**src/rtl/i2s_tx_serializer.sv**
```systemverilog
// i2s_tx_serializer: master-mode I2S transmitter fed by a small L/R-tagged FIFO.
// Generates BCLK/LRCLK from clk and flags any slot that starts without its sample.
module i2s_tx_serializer #(
    parameter int DATA_WIDTH = 24,
    parameter int SLOT_WIDTH = 32,
    parameter int FIFO_DEPTH = 8,
    parameter int BCLK_DIV   = 4
) (
    input  logic                        clk,
    input  logic                        rst,
    input  logic                        enable,
    input  logic [31:0]                 pcm_din,
    input  logic                        pcm_din_valid,
    output logic                        pcm_din_ready,
    output logic                        i2s_bclk,
    output logic                        i2s_lrclk,
    output logic                        i2s_sdata,
    output logic                        underrun,
    output logic [$clog2(FIFO_DEPTH):0] fifo_level
);

    localparam int AW = $clog2(FIFO_DEPTH);
    localparam int LW = AW + 1;
    localparam int BW = $clog2(SLOT_WIDTH);
    localparam int CW = (BCLK_DIV > 1) ? $clog2(BCLK_DIV) : 1;
    localparam int EW = DATA_WIDTH + 1;

    localparam logic [CW-1:0] DIV_LAST = CW'(BCLK_DIV - 1);
    localparam logic [BW-1:0] BIT_LAST = BW'(SLOT_WIDTH - 1);
    localparam logic [LW-1:0] FULL     = LW'(FIFO_DEPTH);

    typedef enum logic [1:0] {
        IDLE  = 2'd0,
        PRIME = 2'd1,
        RUN   = 2'd2
    } state_t;

    state_t                state_q, state_d;
    logic [EW-1:0]         mem_q [FIFO_DEPTH];
    logic [AW-1:0]         wr_q, wr_d;
    logic [AW-1:0]         rd_q, rd_d;
    logic [LW-1:0]         level_q, level_d;
    logic                  wtag_q, wtag_d;
    logic [CW-1:0]         div_q, div_d;
    logic [BW-1:0]         bit_q, bit_d;
    logic                  bclk_q, bclk_d;
    logic                  lr_q, lr_d;
    logic                  sd_q, sd_d;
    logic                  und_q, und_d;
    logic [DATA_WIDTH-1:0] sh_q, sh_d;

    logic          flush;
    logic          push;
    logic          pop;
    logic          load;
    logic          load_ch;
    logic [EW-1:0] head;
    logic          unused_hi;

    assign flush         = rst || !enable;
    assign pcm_din_ready = (state_q != IDLE) && (level_q != FULL);
    assign push          = pcm_din_valid && pcm_din_ready && !flush;
    assign head          = mem_q[rd_q];
    assign unused_hi     = ^pcm_din[31:DATA_WIDTH];

    assign i2s_bclk   = bclk_q;
    assign i2s_lrclk  = lr_q;
    assign i2s_sdata  = sd_q;
    assign underrun   = und_q;
    assign fifo_level = level_q;

    always_comb begin
        state_d = state_q;
        div_d   = div_q;
        bit_d   = bit_q;
        bclk_d  = bclk_q;
        lr_d    = lr_q;
        sd_d    = sd_q;
        sh_d    = sh_q;
        und_d   = 1'b0;
        pop     = 1'b0;
        load    = 1'b0;
        load_ch = 1'b0;

        case (state_q)
            IDLE: begin
                if (enable) state_d = PRIME;
            end
            PRIME: begin
                if (level_q >= LW'(2)) begin
                    state_d = RUN;
                    load    = 1'b1;
                end
            end
            RUN: begin
                if (div_q == DIV_LAST) begin
                    div_d  = '0;
                    bclk_d = ~bclk_q;
                    // bclk_q high here means this toggle is a falling edge
                    if (bclk_q) begin
                        if (bit_q == BIT_LAST) begin
                            bit_d   = '0;
                            lr_d    = ~lr_q;
                            sd_d    = 1'b0;
                            load    = 1'b1;
                            load_ch = ~lr_q;
                        end else begin
                            bit_d = bit_q + BW'(1);
                            sd_d  = sh_q[DATA_WIDTH-1];
                            sh_d  = sh_q << 1;
                        end
                    end
                end else begin
                    div_d = div_q + CW'(1);
                end
            end
            default: state_d = IDLE;
        endcase

        // A mismatched head stays queued so the pair realigns on its own slot
        if (load) begin
            if (level_q != '0 && head[DATA_WIDTH] == load_ch) begin
                pop  = 1'b1;
                sh_d = head[DATA_WIDTH-1:0];
            end else begin
                sh_d  = '0;
                und_d = 1'b1;
            end
        end

        wr_d   = wr_q + AW'(push);
        rd_d   = rd_q + AW'(pop);
        wtag_d = wtag_q ^ push;
        case ({push, pop})
            2'b10:   level_d = level_q + LW'(1);
            2'b01:   level_d = level_q - LW'(1);
            default: level_d = level_q;
        endcase

        if (flush) begin
            state_d = IDLE;
            div_d   = '0;
            bit_d   = '0;
            bclk_d  = 1'b0;
            lr_d    = 1'b0;
            sd_d    = 1'b0;
            sh_d    = '0;
            und_d   = 1'b0;
            pop     = 1'b0;
            wr_d    = '0;
            rd_d    = '0;
            wtag_d  = 1'b0;
            level_d = '0;
        end
    end

    always_ff @(posedge clk) begin
        if (rst) begin
            state_q <= IDLE;
            wr_q    <= '0;
            rd_q    <= '0;
            level_q <= '0;
            wtag_q  <= 1'b0;
            div_q   <= '0;
            bit_q   <= '0;
            bclk_q  <= 1'b0;
            lr_q    <= 1'b0;
            sd_q    <= 1'b0;
            und_q   <= 1'b0;
            sh_q    <= '0;
        end else begin
            state_q <= state_d;
            wr_q    <= wr_d;
            rd_q    <= rd_d;
            level_q <= level_d;
            wtag_q  <= wtag_d;
            div_q   <= div_d;
            bit_q   <= bit_d;
            bclk_q  <= bclk_d;
            lr_q    <= lr_d;
            sd_q    <= sd_d;
            und_q   <= und_d;
            sh_q    <= sh_d;
        end
    end

    always_ff @(posedge clk) begin
        if (push) mem_q[wr_q] <= {wtag_q, pcm_din[DATA_WIDTH-1:0]};
    end

endmodule

```
**config.mk**
```make
export PLATFORM = sky130hd
export DESIGN_NAME = i2s_tx_serializer
export DESIGN_NICKNAME = d
export VERILOG_FILES = /design/src/rtl/i2s_tx_serializer.sv
export SDC_FILE = /design/constraint.sdc
export NUM_CORES = 1
export LEC_CHECK = 0
export CAP_MARGIN = 0
export CORE_UTILIZATION = 56
export CTS_BUF_LIST = sky130_fd_sc_hd__clkbuf_4 sky130_fd_sc_hd__clkbuf_8
export DETAILED_ROUTE_END_ITERATION = 16
export GPL_TIMING_DRIVEN = 0
export PLACE_DENSITY = 0.75
export SLEW_MARGIN = 20
export SYNTH_ARGS = -nofsm -noshare
export SYNTH_HDL_FRONTEND = slang
export SYNTH_SLANG_ARGS = --single-unit
```
**constraint.sdc**
```tcl
create_clock -name clk -period 4.5 [get_ports clk]
set_input_delay 0.45 -clock clk [delete_from_list [all_inputs] [get_ports clk]]
set_output_delay 0.45 -clock clk [all_outputs]
set_load 0.02 [all_outputs]
```
# Word level (Yosys, flattened, before mapping)
# Memory sizes are Yosys's and may differ from the RTL's. A register that Yosys moved wholly into a read port is not among the register bits.
# Cells that the tools add are included.
[op_classes] add_sub_neg=6 multipliers=0 div_mod_pow=0 order_cmp=1 n_eq_ne=11 shifts=0 mux=28 bitwise=5 reduce_logical=21
[ops] op="$mux 24" n=6
[ops] op="$mux 1" n=14
[ops] op="$reduce_bool 2->1" n=5
[ops] op="$pmux 4 s2" n=1
[ops] op="$reduce_and 4->1" n=2
[ops] op="$add 3x1->3" n=2
[ops] op="$eq 2x2->1 const B" n=3
[ops] op="$mux 2" n=3
[ops] op="$ne 2x2->1 const B" n=3
[ops] op="$pmux 2 s3" n=1
[ops] op="$reduce_and 3->1" n=2
[ops] op="$add 5x1->5 const B" n=1
[ops] op="$eq 5x5->1 const B" n=1
[ops] op="$mux 5" n=1
[ops] op="$add 4x1->4 const B" n=1
[ops] op="$eq 2x1->1 const B" n=2
[ops] op="$ge 4x2->1 const B" n=1
[ops] op="$logic_and 1x1->1" n=4
[ops] op="$ne 4x4->1 const B" n=1
[ops] op="$not 1->1" n=4
[ops] op="$reduce_bool 4->1" n=1
[ops] op="$sub 4x1->4 const B" n=1
[ops] op="$mux 3" n=1
[ops] op="$reduce_or 3->1" n=1
[ops] op="other kinds (9)" n=10
[word_totals] ff_bits=48 latchBits=0 ramBits=200 mem_bits_ro=0 inputBits=36 output_inout_bits=9 word_cells=85 memories=1
[mem_list] memory="mem_q" words=8 word_bits=25 rd=1 rd_ports_with_merged_regs=1 write_ports=1 line="39" rtl="logic [EW-1:0] mem_q [FIFO_DEPTH];"

# Logic depth before layout (Yosys ltp)
[logic_depth] word_depth=11 depth_mapped=15 depth_no_buf=14

# Least setup slack after synthesis
# Ideal clock, no wire load.
[synth_path] path_type="flip-flop to flip-flop" startpoint="register level_q[1] (netlist: fifo_level[1])" endpoint="memory mem_q[0][0] (netlist bit) (enable)" setup_ps=438 arrival_time_ps=3296 required_ps=4062 slack_ps=765 stages_incl_launch_ff=7 synth_period_minus_slack_ps=3735 path_cell_list="dfxtp_1 -> buf_2 -> nor3_1 -> a21oi_1 -> and3_1 -> nand2b_1 -> nor3_1"
[synth_between] elab_chain_len=6
[synth_rtl] element="start, declared" line="42" rtl="logic [LW-1:0] level_q, level_d;"
[synth_rtl] element="start signal, assigned" line="175" rtl="level_q <= level_d;"
[synth_rtl] element="$ne 4x4->1" line="61" rtl="assign pcm_din_ready = (state_q != IDLE) && (level_q != FULL);"
[synth_rtl] element="$logic_and 1x1->1" line="61"
[synth_rtl] element="net pcm_din_ready" line="14" rtl="output logic pcm_din_ready,"
[synth_rtl] element="$logic_and 1x1->1 (2 in series)" line="62" rtl="assign push = pcm_din_valid && pcm_din_ready && !flush;"
[synth_rtl] element="$mux 1" line="188" rtl="if (push) mem_q[wr_q] <= {wtag_q, pcm_din[DATA_WIDTH-1:0]};"
[synth_rtl] element="$mux 1 (not written as such)" line="188"
[synth_rtl] element="end, declared" line="39"
# The timed path passes the listed nets, and every way through them passes these cells.

# Worst setup path after layout
[layout_path] startpoint="register bit_q[0]" endpoint="register level_q[2] (netlist: fifo_level[2])"
[layout_between] elab_chain_len=11
[layout_rtl] element="start, declared" line="45" rtl="logic [BW-1:0] bit_q, bit_d;"
[layout_rtl] element="start signal, assigned" line="178" rtl="bit_q <= bit_d;"
[layout_rtl] element="$eq 5x5->1 (*)" line="101" rtl="if (bit_q == BIT_LAST) begin"
[layout_rtl] element="$mux 1" line="101"
[layout_rtl] element="$mux 1" line="100" rtl="if (bclk_q) begin"
[layout_rtl] element="$mux 1" line="96" rtl="if (div_q == DIV_LAST) begin"
[layout_rtl] element="$mux 1" line="85" rtl="case (state_q)"
[layout_rtl] element="$eq 1x1->1" line="122" rtl="if (level_q != '0 && head[DATA_WIDTH] == load_ch) begin"
[layout_rtl] element="$logic_and 1x1->1" line="122"
[layout_rtl] element="$mux 1" line="122"
[layout_rtl] element="$mux 1 (*)" line="121" rtl="if (load) begin"
[layout_rtl] element="$eq 2x1->1 / $eq 2x2->1 (equally long branches)" line="134" rtl="case ({push, pop})"
[layout_rtl] element="$pmux 4 s2 / $reduce_bool 2->1 (equally long branches)"
# Every way passes the cells marked *; elsewhere a longest branch is shown, timed or not.
# A chain may end at the register's enable or synchronous reset.

==> impl_metrics.ini <==
[place]
gp_congestion = 0.867
place_hpwl_mm = 13.5
post_dp_cell_area_um2 = 10900
dp_cells = 908
io_buffers = 36
place_ws_ns = 0.818

[timing]
final.setup.tns_ns = 0
period_share_pct = 83.1
fin_ws_ns = 0.760
clock-skew-final_ns = 0.0202
maxSlewViolCount = 0
fmax_mhz = 267
setup_violations = 0
finalHoldViolCount = 0
min_period_ns = 3.74
whs_ns = 0.494
max_slew.worst_pin.slew_ns = 0.882
max-slew-margin-rel_pct = 40.7
rsz0062_at_grt = false

[final_layout]
diodes = 0
fin_nets = 776
final_area_um2 = 11600
multi_input_comb_area_um2 = 2850
area_growth_pct = 16.3
instances_no_fill = 980
ff_latch_area_um2 = 6970
layout-drive-gt1-share_pct = 21.1
nFillCells = 1130
final_util_pct = 67.1

[logic_synthesis]
synthArstFlopShare_pct = 0
syn_area_per_cell_um2 = 15.8
synth_most_common_cell = edfxtp_1
yosys-top-cells-area = edfxtp_1 60%, mux4_2 10%, dfxtp_1 9.6%
ys_top_cells_by_count = 200 x edfxtp_1, 49 x nand2_1, 49 x nor3_1
synth_area_um2 = 10000
synthCells = 635
synth_seq_area_share_pct = 69.6
ys_seq_elements = 248
synth_top_cell_by_area = edfxtp_1
synth_ff_type = edfxtp_1
syn-num-nets = 686
synth_edf_count = 200
synth_top_area_share_pct = 60.0
yosys_warnings = 0
synth_cell_type_count = 45

[global_routing]
grt_pass1_vias = 6064
grt_usage_pct = 23.9
grt_first_pass_wirelength_mm = 32.5
grt_max_degree = 21
overflow = 0
antenna_found_initial = 0

[route]
dr.pass1.iters = 5
vias_per_cell = 6.07
route.vias.total = 5948
met2_length_mm = 9.88
drtIter0Drc = 564
ant_nets = 0
drc = 0
routed.top_layer = met4
wl_per_cell_um = 21.0
met1_length_mm = 8.43
wl_mm = 20.6
dr_wl_met3_mm = 1.62

[cts]
cts_resized = 0
hold_buffers = 0
clockRootBuffer = clkbuf_8
h-tree-depth = 2
clk_path_buf_depth = 3
clk_pin_slew_ns = 0.06
cts_buffers = 40
clock-sinks = 248
clkLatencyLatePin_ns = 0.53
cts_tree = done
postCtsSetupBuffers = 0

[power]
p_per_area_nw_per_um2 = 372
leakagePower_nw = 3.86
peakVddDrop_mv = 0.250
power_mw = 4.33

[floorplanning]
initial_core_util_pct = 57.7
die_w_um = 136
rows = 48
ios = 45
die_h_um = 136
dieArea_um2 = 18400
core_area_um2 = 17400

[worst_setup_path]
worst_ep_arrival_time_ns = 4.19
path_cells = ha_1 > and3_1 > ha_1 > nand4_1 > o21ai_0 > nand2_1 > clkbuf_1 > nor2_1 > ha_1 > xor2_1 > ha_1 > a21oi_1 > xor2_1 > or3_1 > a21oi_1
cp_common_cell = ha_1
endpoint_kind = register
rrSetupSlack_ns = 0.76
start_kind = register
cp.required_ns = 4.95
critPathSlowestCell = dfxtp_1
crit_type = register to register
cpPeakStageDelay_ns = 0.39
path_max_fanout = 10

[outcome]
status = finished, final reports clean

[flow_run]
timing.max_cap.violations = 0

[min_path]
hold_path_class = register to register
per-layer routing:
metal,up-vias,GRT usage [%]
met5,-,0
met4,0,10.4
met3,57,5.50
met2,282,37.7
met1,2953,32.1
li1,2656,-
sequential cells by signal (all words and copies together) (netlist names):
signal	flops
mem_q	200
sh_q	24
bit_q	5
fifo_level	4
rd_q	3
wr_q	3
div_q	2
state_q	2
i2s_bclk	1
i2s_lrclk	1
i2s_sdata	1
underrun	1
wtag_q	1
power breakdown:
group / leakage, nW / switching (mW) / total, mW / internal (mW)
logic: 1.28 / 0.0426 / 0.0754 / 0.0328
registers: 2.19 / 0.00208 / 2.48 / 2.48
clock network: 0.394 / 0.818 / 1.77 / 0.957
cell families after synthesis:
| kind of cell | Yosys count | synth area share [%] |
|---|---|---|
| compound gates | 93 | 5.42 |
| xor+xnor | 9 | 0.787 |
| fa+ha+maj | 15 | 1.87 |
| buf+inv | 46 | 2.55 |
| flops | 248 | 69.6 |
| mux | 61 | 11.9 |
| simple gates | 163 | 7.90 |
final timing paths:
path / from / to / depth (start not counted)
max: bit_q[0] / fifo_level[2] / 15
min: bit_q[3] / bit_q[3] / 2
max reg2reg: bit_q[0] / fifo_level[2] / 15
min reg2reg: bit_q[3] / bit_q[3] / 2
area by class of cell:
class	instances	area share, %
clock buffer	53	5.67
tap	225	2.42
clock inverter	19	0.741
inverter	6	0.193
timing repair buffer	48	4.71
sequential	248	59.8
multi-input combinational	341	24.5
buffer	40	2.00
cell usage in the layout, fill, tap and decap left out, drive strengths merged, types with 15 or more instances in the layout:
cell type,instances
a21oi,30
a31oi,26
buf,38
clkbuf,67
clkdlybuf4s50,36
clkinv,17
dfxtp,48
edfxtp,200
ha,15
mux4,46
nand2,49
nor2,30
nor3,50
o21ai,28
worst max-delay path: cells and delay by family, from the launching register on:
family          cells  cell delay [ns]
compound gates      3             0.39
xor+xnor            2             0.36
buf+inv             1             0.28
flops               1             0.39
fa+ha+maj           4             0.98
simple gates        5             1.27
Note: power is estimated with default switching activity, not from simulation.
==> variant (config.mk and constraints unchanged) <==
The parameter `FIFO_DEPTH` goes from 8 to 16.
--- a/src/rtl/i2s_tx_serializer.sv
+++ b/src/rtl/i2s_tx_serializer.sv
@@ -4,5 +4,5 @@
     parameter int DATA_WIDTH = 24,
     parameter int SLOT_WIDTH = 32,
-    parameter int FIFO_DEPTH = 8,
+    parameter int FIFO_DEPTH = 16,
     parameter int BCLK_DIV   = 4
 ) (
Ports: changed (resized fifo_level); port bits go from 45 to 46. No check against the original RTL was run, so the function may have changed too.
==> variant against the unedited design <==
- count of clock-buffer cells in the layout up 43
- sequential cell count rose by 203
- routed wire length up 94%
- total power grew 94%
- largest power group unchanged
- critical path depth unchanged
- die area up 77%
- synthesized area rose by 78%
- setup slack got worse by 0.52 ns
- cell area rose by 79%
- combinational power is 33% higher
==> variant: results <==
{
  "worstSkewPairLatency_ns": 0.59,
  "slowest_stage": "clkbuf_1",
  "synth-xor-area-share_pct": 0.589,
  "first_iter_violations": 1060,
  "vias": 10200,
  "synth_nets": 1090,
  "synth_common_cells": "edfxtp_1 (400), mux2i_1 (94), o21ai_0 (67)",
  "synth-edff-count": 400,
  "synthCells": 1040,
  "top_regs": "mem_q: 400 flops, sh_q: 24 flops",
  "critPathMaxStageDelay_ns": 0.51,
  "finalNonFillerCells": 1635,
  "cp_top_family": "compound AO/OA/AOI/OAI gates",
  "grt_pass1_wl_um": 60400,
  "place_hpwl_um": 25600,
  "synth-async-reset-ratio_pct": 0,
  "status": "completed",
  "synth_cell_types": 51,
  "synthTopCellsByArea": "edfxtp_1 (67%), mux4_2 (6.8%), dfxtp_1 (5.7%)",
  "antenna_cells": 0,
  "dp_cells": 1498,
  "clock_skew_ns": 0.0194,
  "ir_drop_uv": 302,
  "ys_warn_count": 0,
  "muxShareOfSynthArea_pct": 12.7,
  "globalRouteTotalUtil_pct": 25.1,
  "antenna_found_initial": 0,
  "grt_max_degree": 19,
  "drt_pre_antenna_iters": 7,
  "routabilityCongestion": 0.841,
  "min-delay-start": "bit_q[3]",
  "synth_compound_area_share_pct": 7.21,
  "cp-startpoint": "rd_q[2]",
  "wl_per_cell_um": 24.4,
  "crit_path_end": "fifo_level[4]",
  "yosys.area_share.adder_pct": 0.982,
  "min_path_type": "reg -> reg",
  "port_buffers": 37,
  "drive_gt1_share_pct": 21.1,
  "leakagePower_nw": 6.60,
  "slew-limit-headroom_pct": 38.3,
  "cts_buffer_depth": 3,
  "nets": 1231,
  "numCtsBuffers": 72,
  "cts_max_level": 3,
  "yosysSeqAreaShare_pct": 73.1,
  "ff2ff_setup_slack_ns": 0.24
}
[variant: through the flow]
stage	hold slack [ns]	instance area (um^2)	setup slack (ns)	TNS (ns)	power [mW]
after floorplan	0.445	17800	0.276	0	4.66
after global placement	0.457	18700	-2.22	-315.02	4.74
after detailed placement	0.492	19200	-0.00951	-0.00951	4.74
after CTS	0.502	20800	0.0904	0	8.46
after global routing	0.536	20800	0.0475	0	8.65
final	0.489	20800	0.243	0	8.42
[variant: final cells by class]
type / count / area [um^2]
Clock buffer: 96 / 1200
Buffer: 62 / 290
Sequential cell: 451 / 13000
Multi-Input combinational cell: 518 / 4600
Timing Repair Buffer: 67 / 813
Tap cell: 396 / 495
Clock inverter: 36 / 369
Inverter: 9 / 33.8
Fill cell: 1961 / 10200
[variant: report_power, final]
part           internal [mW]  switching, mW  leakage [nW]  total [mW]
sequential              4.55        0.00220          4.04        4.55
combinational         0.0320         0.0679          1.76       0.100
clock                   2.16           1.61         0.812        3.76
total                   6.74           1.68          6.60        8.42
[variant: worst min path at each step]
stage / end / depth (start not counted)
after global routing: i2s_sdata / 2
after detailed placement: i2s_sdata / 2
after CTS: bit_q[3] / 2
final: bit_q[3] / 2
after floorplan: sh_q[0] / 2
after global placement: sh_q[0] / 2
[variant: timing repair]
action                                  CTS  global route
resized for setup                         0             6
pin swaps                                 1             2
endpoints found under the setup margin    1             2
buffers inserted                          3             2
gates cloned                              0             0
[variant: worst reg2reg max path: stages (launching register included)]
cell and delay, ns:
dfxtp_1 0.34, clkbuf_1 0.51, mux4_2 0.43, nor3b_1 0.16, a32o_1 0.23, a211oi_4 0.25
nor2_1 0.12, buf_4 0.21, clkbuf_4 0.20, ha_1 0.21, ha_1 0.39, nand4_1 0.13
o31a_1 0.30, a2111oi_4 0.38, o21ai_0 0.12, nor3b_2 0.16
[variant: cell families after synthesis]
logic type	after synthesis
muxes	155
xor gates and xnor gates	12
and+or+nand+nor	147
AOI/OAI and AO/OA	190
adders and majority gates	14
DFF	451
buffers and inverters	71
[variant: routing by layer]
metal | vias up | GRT usage (%) | part of all wire (%)
li1 | 4462 | - | -
met1 | 5110 | 34.9 | 41
met2 | 496 | 38.9 | 47
met3 | 109 | 4.49 | 8.2
met4 | 0 | 11.7 | 4.3
met5 | - | 0 | 0
